--- src/rtl/uart_rx.sv ---
// UART receiver, 8 data bits, LSB first, with a 2-flop input synchronizer and a rdy/ack byte handshake.
// Defining UART_RX_PARITY_EN adds an even-parity bit between the data and stop bits.
module uart_rx #(
  parameter int CLKS_TW = 868
) (
  input  logic       clk,
  input  logic       rst,
  input  logic       din,
  input  logic       ack,
  output logic [7:0] data_rx,
  output logic       rdy,
  output logic       frame_err,
  output logic       overrun,
  output logic       parity_err
);

  // state     | meaning
  // IDLE      | line idle, waiting for a low rxs
  // START     | half a bit period in, confirm the start bit
  // DATA      | sample 8 data bits at bit-period intervals
  // PARITY    | sample the even-parity bit (parity build only)
  // STOP      | sample the stop bit, deliver or flag the frame
  // WAIT_HIGH | line held low after a bad stop bit; wait for idle
  localparam logic [2:0] IDLE      = 3'd0;
  localparam logic [2:0] START     = 3'd1;
  localparam logic [2:0] DATA      = 3'd2;
  localparam logic [2:0] STOP      = 3'd4;
  localparam logic [2:0] WAIT_HIGH = 3'd5;
`ifdef UART_RX_PARITY_EN
  localparam logic [2:0] PARITY     = 3'd3;
  localparam logic [2:0] AFTER_DATA = PARITY;
`else
  localparam logic [2:0] AFTER_DATA = STOP;
`endif

  localparam int CW = ($clog2(CLKS_TW) > 16) ? $clog2(CLKS_TW) : 16;
  localparam logic [CW-1:0] BIT_LAST  = CW'(CLKS_TW - 1);
  localparam logic [CW-1:0] HALF_LAST = CW'(CLKS_TW / 2 - 1);
  localparam logic [CW-1:0] CNT_ONE   = CW'(1);

  logic          sync1;
  logic          rxs;
  logic [2:0]    state;
  logic [CW-1:0] cnt;
  logic [2:0]    bit_idx;
  logic [7:0]    shreg;
  logic          bit_tick;
  logic          stop_sample;
  logic          deliver;
  logic          par_ok;

`ifdef UART_RX_PARITY_EN
  logic par_bit;
  assign par_ok = ~^{shreg, par_bit};
`else
  assign par_ok     = 1'b1;
  assign parity_err = 1'b0;
`endif

  assign bit_tick    = (cnt == BIT_LAST);
  assign stop_sample = (state == STOP) && bit_tick;
  assign deliver     = stop_sample && rxs && par_ok;

  always_ff @(posedge clk or negedge rst) begin
    if (!rst) begin
      sync1 <= 1'b1;
      rxs   <= 1'b1;
    end else begin
      sync1 <= din;
      rxs   <= sync1;
    end
  end

  always_ff @(posedge clk or negedge rst) begin
    if (!rst) begin
      state   <= IDLE;
      cnt     <= '0;
      bit_idx <= 3'd0;
      shreg   <= 8'h00;
    end else begin
      case (state)
        IDLE: begin
          if (!rxs) begin
            cnt   <= '0;
            state <= START;
          end
        end
        START: begin
          if (cnt == HALF_LAST) begin
            cnt     <= '0;
            bit_idx <= 3'd0;
            state   <= rxs ? IDLE : DATA;
          end else begin
            cnt <= cnt + CNT_ONE;
          end
        end
        DATA: begin
          if (bit_tick) begin
            shreg   <= {rxs, shreg[7:1]};
            cnt     <= '0;
            bit_idx <= bit_idx + 3'd1;
            if (bit_idx == 3'd7) state <= AFTER_DATA;
          end else begin
            cnt <= cnt + CNT_ONE;
          end
        end
`ifdef UART_RX_PARITY_EN
        PARITY: begin
          if (bit_tick) begin
            cnt   <= '0;
            state <= STOP;
          end else begin
            cnt <= cnt + CNT_ONE;
          end
        end
`endif
        STOP: begin
          if (bit_tick) begin
            cnt   <= '0;
            state <= rxs ? IDLE : WAIT_HIGH;
          end else begin
            cnt <= cnt + CNT_ONE;
          end
        end
        WAIT_HIGH: begin
          if (rxs) state <= IDLE;
        end
        default: state <= IDLE;
      endcase
    end
  end

`ifdef UART_RX_PARITY_EN
  always_ff @(posedge clk or negedge rst) begin
    if (!rst) begin
      par_bit    <= 1'b0;
      parity_err <= 1'b0;
    end else begin
      if (state == PARITY && bit_tick) par_bit <= rxs;
      parity_err <= stop_sample && !par_ok;
    end
  end
`endif

  // A byte arriving while rdy is still held is dropped unless ack frees the buffer that same cycle.
  always_ff @(posedge clk or negedge rst) begin
    if (!rst) begin
      data_rx   <= 8'h00;
      rdy       <= 1'b0;
      frame_err <= 1'b0;
      overrun   <= 1'b0;
    end else begin
      frame_err <= stop_sample && !rxs;
      overrun   <= deliver && rdy && !ack;
      if (deliver) begin
        if (!rdy || ack) data_rx <= shreg;
        rdy <= 1'b1;
      end else if (ack) begin
        rdy <= 1'b0;
      end
    end
  end

endmodule

--- config.mk ---
export PLATFORM = sky130hd
export DESIGN_NAME = uart_rx
export DESIGN_NICKNAME = d
export VERILOG_FILES = /design/src/rtl/uart_rx.sv
export SDC_FILE = /design/constraint.sdc
export NUM_CORES = 1
export LEC_CHECK = 0
export BUFFER_PORTS_ARGS = -buffer_cell sky130_fd_sc_hd__clkbuf_2
export CAP_MARGIN = 20
export CORE_ASPECT_RATIO = 1.2
export CORE_MARGIN = 4
export CORE_UTILIZATION = 42
export CTS_CLUSTER_DIAMETER = 60
export DETAILED_ROUTE_END_ITERATION = 10
export PLACE_DENSITY = 0.7
export REMOVE_ABC_BUFFERS = 1
export SETUP_SLACK_MARGIN = 0.5
export SYNTH_ARGS = -nofsm -noshare
export SYNTH_HDL_FRONTEND = slang
export SYNTH_SLANG_ARGS = --single-unit
export TNS_END_PERCENT = 50
--- constraint.sdc ---
create_clock -name clk -period 3.03 [get_ports clk]
set_input_delay 0.606 -clock clk [delete_from_list [all_inputs] [get_ports clk]]
set_output_delay 0.606 -clock clk [all_outputs]
set_load 0.05 [all_outputs]
=== Yosys cells after proc, flatten, opt, wreduce, memory -nomap -nowiden ===
Index checks and enable logic that the tools add are counted.

* Bits of input ports: 4
* Word-level logic and storage cells: 62
* Output and inout port bits: 12
* Register bits after elaboration: 43

* Equality and inequality tests: 13
* Add/subtract/negate cells: 2
* Reduce and logical (&&, ||, !) cells: 19
* Mux-type cells: 18

{| class="wikitable"
|+ Operators by type and width
! cell !! count
|-
| 16-bit two-way mux || 3
|-
| 16-bit case mux with 3 select lines || 1
|-
| 3-bit two-way mux || 9
|-
| 16-bit by 1-bit adder with 16-bit output, second input constant || 1
|-
| 16-bit by 10-bit equality test with 1-bit output, second input constant || 1
|-
| 16-bit by 9-bit equality test with 1-bit output, second input constant || 1
|-
| 3-bit case mux with 5 select lines || 1
|-
| 2-bit inequality test, second input constant || 6
|-
| 3-bit equality test, second input constant || 3
|-
| 3-bit case mux with 2 select lines || 1
|-
| 2-bit AND reduction || 3
|-
| 6-bit AND reduction || 1
|-
| 1-bit logical AND || 5
|-
| 2-bit nonzero test || 2
|-
| 3-bit by 1-bit adder with 3-bit output, second input constant || 1
|-
| 3-bit by 1-bit equality test with 1-bit output, second input constant || 1
|-
| 3-bit by 2-bit equality test with 1-bit output, second input constant || 1
|-
| 1-bit zero test || 3
|-
| 3-bit zero test || 1
|-
| 3-bit AND reduction || 1
|-
| 3-bit nonzero test || 1
|-
| 1-bit two-way mux || 2
|-
| 2-bit two-way mux || 1
|-
| 2-bit OR reduction || 1
|-
| 1-bit logical OR || 1
|}

=== Depth between registers and ports, before layout ===
* Depth in word-level cells: 5
* Mapped depth: 8
* Depth with buffers taken out: 7

=== Worst setup path after synthesis ===
OpenSTA, ideal clock, no wires.

* Path type: register to register
* From: reg cnt[0]
* To: reg data_rx[0]
* Clock period less this slack: 2199 ps
* Stages on the path, launching flop included: 7
* Library setup time: 125 ps
* Arrival time: 2074 ps
* Slack: 831 ps
* Data required time: 2905 ps
* Path buffers: 0
* Path through: dfrtp_1 ha_1 or3b_4 or2_2 nor4_1 nand3_2 mux2_2

* Cells in the longest elaborated chain, start to end: 4

{| class="wikitable"
|+ RTL lines
! what !! line !! RTL
|-
| start: declaration || 44 || <nowiki>logic [CW-1:0] cnt;</nowiki>
|-
| start signal: assignment || 94 || <nowiki>cnt <= cnt + CNT_ONE;</nowiki>
|-
| start signal: assignment || 104 || <nowiki>cnt <= cnt + CNT_ONE;</nowiki>
|-
| start signal: assignment || 122 || <nowiki>cnt <= cnt + CNT_ONE;</nowiki>
|-
| 16-bit by 10-bit equality test with 1-bit output || 60 || <nowiki>assign bit_tick = (cnt == BIT_LAST);</nowiki>
|-
| 1-bit logical AND || 61 || <nowiki>assign stop_sample = (state == STOP) && bit_tick;</nowiki>
|-
| 1-bit logical AND || 62 || <nowiki>assign deliver = stop_sample && rxs && par_ok;</nowiki>
|-
| 2-bit AND reduction (no source line) || - ||
|-
| end signal: assignment || 156 || <nowiki>if (!rdy || ack) data_rx <= shreg;</nowiki>
|-
| end: declaration || 10 || <nowiki>output logic [7:0] data_rx,</nowiki>
|}

No other way between the ends.
A chain may end at the register's enable or synchronous reset.

=== Worst setup path in the final report ===
* From: reg cnt[0]
* To: reg data_rx[6]

The elaborated chain is that of the path after synthesis.

==> impl_metrics.env <==
export IMPL_hpwlAfterDp_um=2865
export IMPL_tritoncts_num_buffers=5
export IMPL_drt_initial_drc_count=145
export IMPL_grt_overflow_total=0
export IMPL_power_density_mw_per_mm2=409.4
export IMPL_ant_nets=0
export IMPL_final_setup_viol_count=0
export IMPL_num_io_pins=16
export IMPL_final_hold_violation_count=0
export IMPL_cts_sinks=43
export IMPL_drc_violation_count_after_routing=0
export IMPL_vias_per_cell=5.516
export IMPL_final_cell_count_no_fill=285
export IMPL_first_global_vias=1495
export IMPL_timing_slew_headroom_pct=59.67
export IMPL_cts_tree="done"
export IMPL_postSynthCellCount=209
export IMPL_rr_endpoint="data_rx[6]"
export IMPL_grt_start_max_net_pins=44
export IMPL_category_of_the_worst_setup_path_launch_point="register"
export IMPL_worst_setup_path_type="register to register"
export IMPL_timing_worst_slew_pin_value_ps=600.3
export IMPL_critical_path_arrival_ps=2590
export IMPL_io_buffer_count=14
export IMPL_critical_path_reg2reg_startpoint="cnt[0]"
export IMPL_synth_seq_area_share_pct=50.74
export IMPL_clock_latency_ps=300
export IMPL_leading_cell_type_in_the_layout_fill_and_taps_excluded="sky130_fd_sc_hd__nand2_1"
export IMPL_timing_reg2reg_setup_slack_ps=630
export IMPL_netlist_area_mm2=0.002126
export IMPL_postCtsResizedCells=0
export IMPL_timing_critical_path_to_type="register"
export IMPL_final_setup_worst_slack_ps=628.8
export IMPL_layout_drive_gt1_share_pct=20.89
export IMPL_ctsRootBufferMaster="sky130_fd_sc_hd__clkbuf_8"
export IMPL_grtUsageTotal_pct=14.05
export IMPL_ctsHtreeMaxLevel=2
export IMPL_cts_hold_repair_buffers=0
export IMPL_initial_util_pct=43.34
export IMPL_crit_path_max_fanout=8
export IMPL_dr_wl_cell_um=14.05
export IMPL_finClkSkew_ps=4.192
export IMPL_flip_flop_and_latch_count_after_synthesis=43
export IMPL_fin_nets=232
export IMPL_globalplace_congestion=0.7931
export IMPL_syn_to_final_growth_pct=10.54
export IMPL_max_cap_viol_count=0
export IMPL_antenna_found_initial=0
export IMPL_fp_coreArea_mm2=0.004905
export IMPL_totalWireLength_um=4004
export IMPL_fin_setup_tns_ps=0
export IMPL_post_cts_setup_buffers=0
export IMPL_worst_r2r_path_depth=6
export IMPL_worstHoldPathType="input port to asynchronous set/reset pin"
export IMPL_post_place_ws_ps=643.4
export IMPL_die_w_um=72.95
export IMPL_yosys_warnings=0
export IMPL_layout_common_cells="sky130_fd_sc_hd__nand2_1 (45), sky130_fd_sc_hd__dfrtp_1 (41), sky130_fd_sc_hd__clkbuf_2 (14), sky130_fd_sc_hd__nor2_1 (12), sky130_fd_sc_hd__o21ai_0 (12)"
export IMPL_regArea_mm2=0.001079
export IMPL_clock_fmax_mhz=416.5
export IMPL_p_total_mw=0.9621
export IMPL_die_h_um=85.94
export IMPL_path_clk_slew_ps=90
export IMPL_floorplan_die_area_mm2=0.006269
export IMPL_slew_viol_final=0
export IMPL_netlist_cell_types=47
export IMPL_diodes=0
export IMPL_first_pass_iters=4
export IMPL_multi_input_area_um2=994.7
export IMPL_max_vdd_ir_drop_mv=0.1611
export IMPL_grt_setup_unrepaired="false"
export IMPL_cts_root_to_sink_buffers=2
export IMPL_dpl_cell_count=276
export IMPL_outcome="finished, final reports clean"
export IMPL_cp_required_ps=3220
export IMPL_static_leakage_nw=1.158
export IMPL_placement_rows=28
export IMPL_synth_area_per_cell_um2=10.17
export IMPL_via_count=1572
export IMPL_fill_cells=469
export IMPL_grt_first_pass_wirelength_um=6913
export IMPL_period_needed_ps=2401
export IMPL_finalCritPeriodShare_pct=79.25
## cell type report
cell class / count / area share [%]
Inverter: 2 / 0.3195
Clock inverter: 3 / 0.8520
Sequential cell: 43 / 45.90
Multi-Input combinational cell: 155 / 42.33
Tap cell: 60 / 3.195
Timing Repair Buffer: 17 / 4.473
Clock buffer: 5 / 2.929
## sequential cells by signal, indices dropped and copies added (netlist names)
name	cells
rdy	1
shreg	8
state	3
frame_err	1
data_rx	8
cnt	16
bit_idx	3
overrun	1
sync1	1
rxs	1
## how the worst max path moves through the flow
stage,startpoint,endpoint,slack [ps],cells after the start
3_3_place_gp,cnt[0],data_rx[0],690,6
5_1_grt,cnt[0],data_rx[0],500,6
6_report,cnt[0],data_rx[6],630,6
3_5_place_dp,cnt[0],data_rx[6],640,6
4_1_cts,cnt[0],data_rx[6],600,6
2_1_floorplan,cnt[0],state[1],740,6
## Yosys cell counts, drive strengths merged
| cell | count | area (µm²) |
|---|---|---|
| nor2 | 12 | 45.04 |
| nand2 | 45 | 168.9 |
| a41oi | 1 | 8.760 |
| o211ai | 2 | 15.01 |
| ha | 4 | 50.05 |
| or3 | 3 | 18.77 |
| nor4 | 4 | 40.04 |
| o221ai | 1 | 15.01 |
| nand3b | 1 | 7.510 |
| or2 | 1 | 6.260 |
| dfstp | 2 | 52.55 |
| nor3b | 4 | 30.03 |
| nand2b | 1 | 6.260 |
| a21oi | 1 | 5.000 |
| xnor2 | 1 | 8.760 |
| or4b | 1 | 10.01 |
| or3b | 2 | 20.02 |
| or4 | 2 | 18.77 |
| conb | 1 | 3.750 |
| mux2 | 12 | 142.6 |
| xor2 | 3 | 26.28 |
| a22oi | 2 | 15.01 |
| inv | 2 | 7.510 |
| dfrtp | 41 | 1026 |
| nand3 | 6 | 35.03 |
| o31ai | 1 | 7.510 |
| mux2i | 3 | 30.03 |
| o21ai | 12 | 60.06 |
| nor2b | 2 | 12.51 |
| a21o | 5 | 37.54 |
| and3 | 5 | 31.28 |
| a21boi | 1 | 7.510 |
| a211o | 1 | 8.760 |
| nor3 | 4 | 20.02 |
| o22ai | 1 | 6.260 |
| nand4 | 5 | 31.28 |
| nand4b | 1 | 8.760 |
| buf | 5 | 30.02 |
| o22a | 1 | 10.01 |
| clkbuf | 4 | 15.01 |
| a22o | 3 | 26.28 |
## worst max-delay path: stages (launching register included)
cell	delay, ps
sky130_fd_sc_hd__dfrtp_1	430
sky130_fd_sc_hd__ha_1	230
sky130_fd_sc_hd__or3b_4	410
sky130_fd_sc_hd__or2_2	280
sky130_fd_sc_hd__nor4_1	360
sky130_fd_sc_hd__nand3_2	250
sky130_fd_sc_hd__mux2_2	340
## through the flow
| step | cell area, µm² | hold slack [ps] | util [%] |
|---|---|---|---|
| 3_5_place_dp | 2241 | 348.5 | 45.69 |
| 4_1_cts | 2330 | 360.9 | 47.50 |
| 5_1_grt | 2350 | 203.6 | 47.91 |
| 3_3_place_gp | 2241 | 346.0 | 45.69 |
| 2_1_floorplan | 2081 | 310.4 | - |
| 6_report | 2350 | 192.6 | 47.91 |
## routing by layer
metal / vias up / track usage, % / part of all wire (%)
met3: 6 / 3.165 / 3.7
met2: 32 / 23.65 / 50
li1: 771 / - / -
met4: 0 / 5.034 / 1.3
met5: - / 0 / 0
met1: 763 / 17.49 / 44
## logic make-up (layout without fill, tap and decap cells)
family | Yosys count | after routing | share of synthesized area [%]
AOI/OAI and AO/OA | 32 | 32 | 10.48
adders and majority gates | 4 | 4 | 2.354
DFF | 43 | 43 | 50.74
and+or+nand+nor | 99 | 99 | 24.01
xor gates and xnor gates | 4 | 4 | 1.648
other | 1 | 1 | 0.1764
buffers and inverters | 11 | 27 | 2.472
muxes | 15 | 15 | 8.123
## where the power goes
group          leakage [nW]  total (mW)  internal [mW]  switching (mW)
clock                0.0402       0.365          0.160           0.205
combinational         0.539      0.0190        0.00451          0.0145
sequential            0.579       0.578          0.576         0.00200
total                  1.16       0.962          0.741           0.221
No activity file was read; power rests on OpenSTA's default activity.
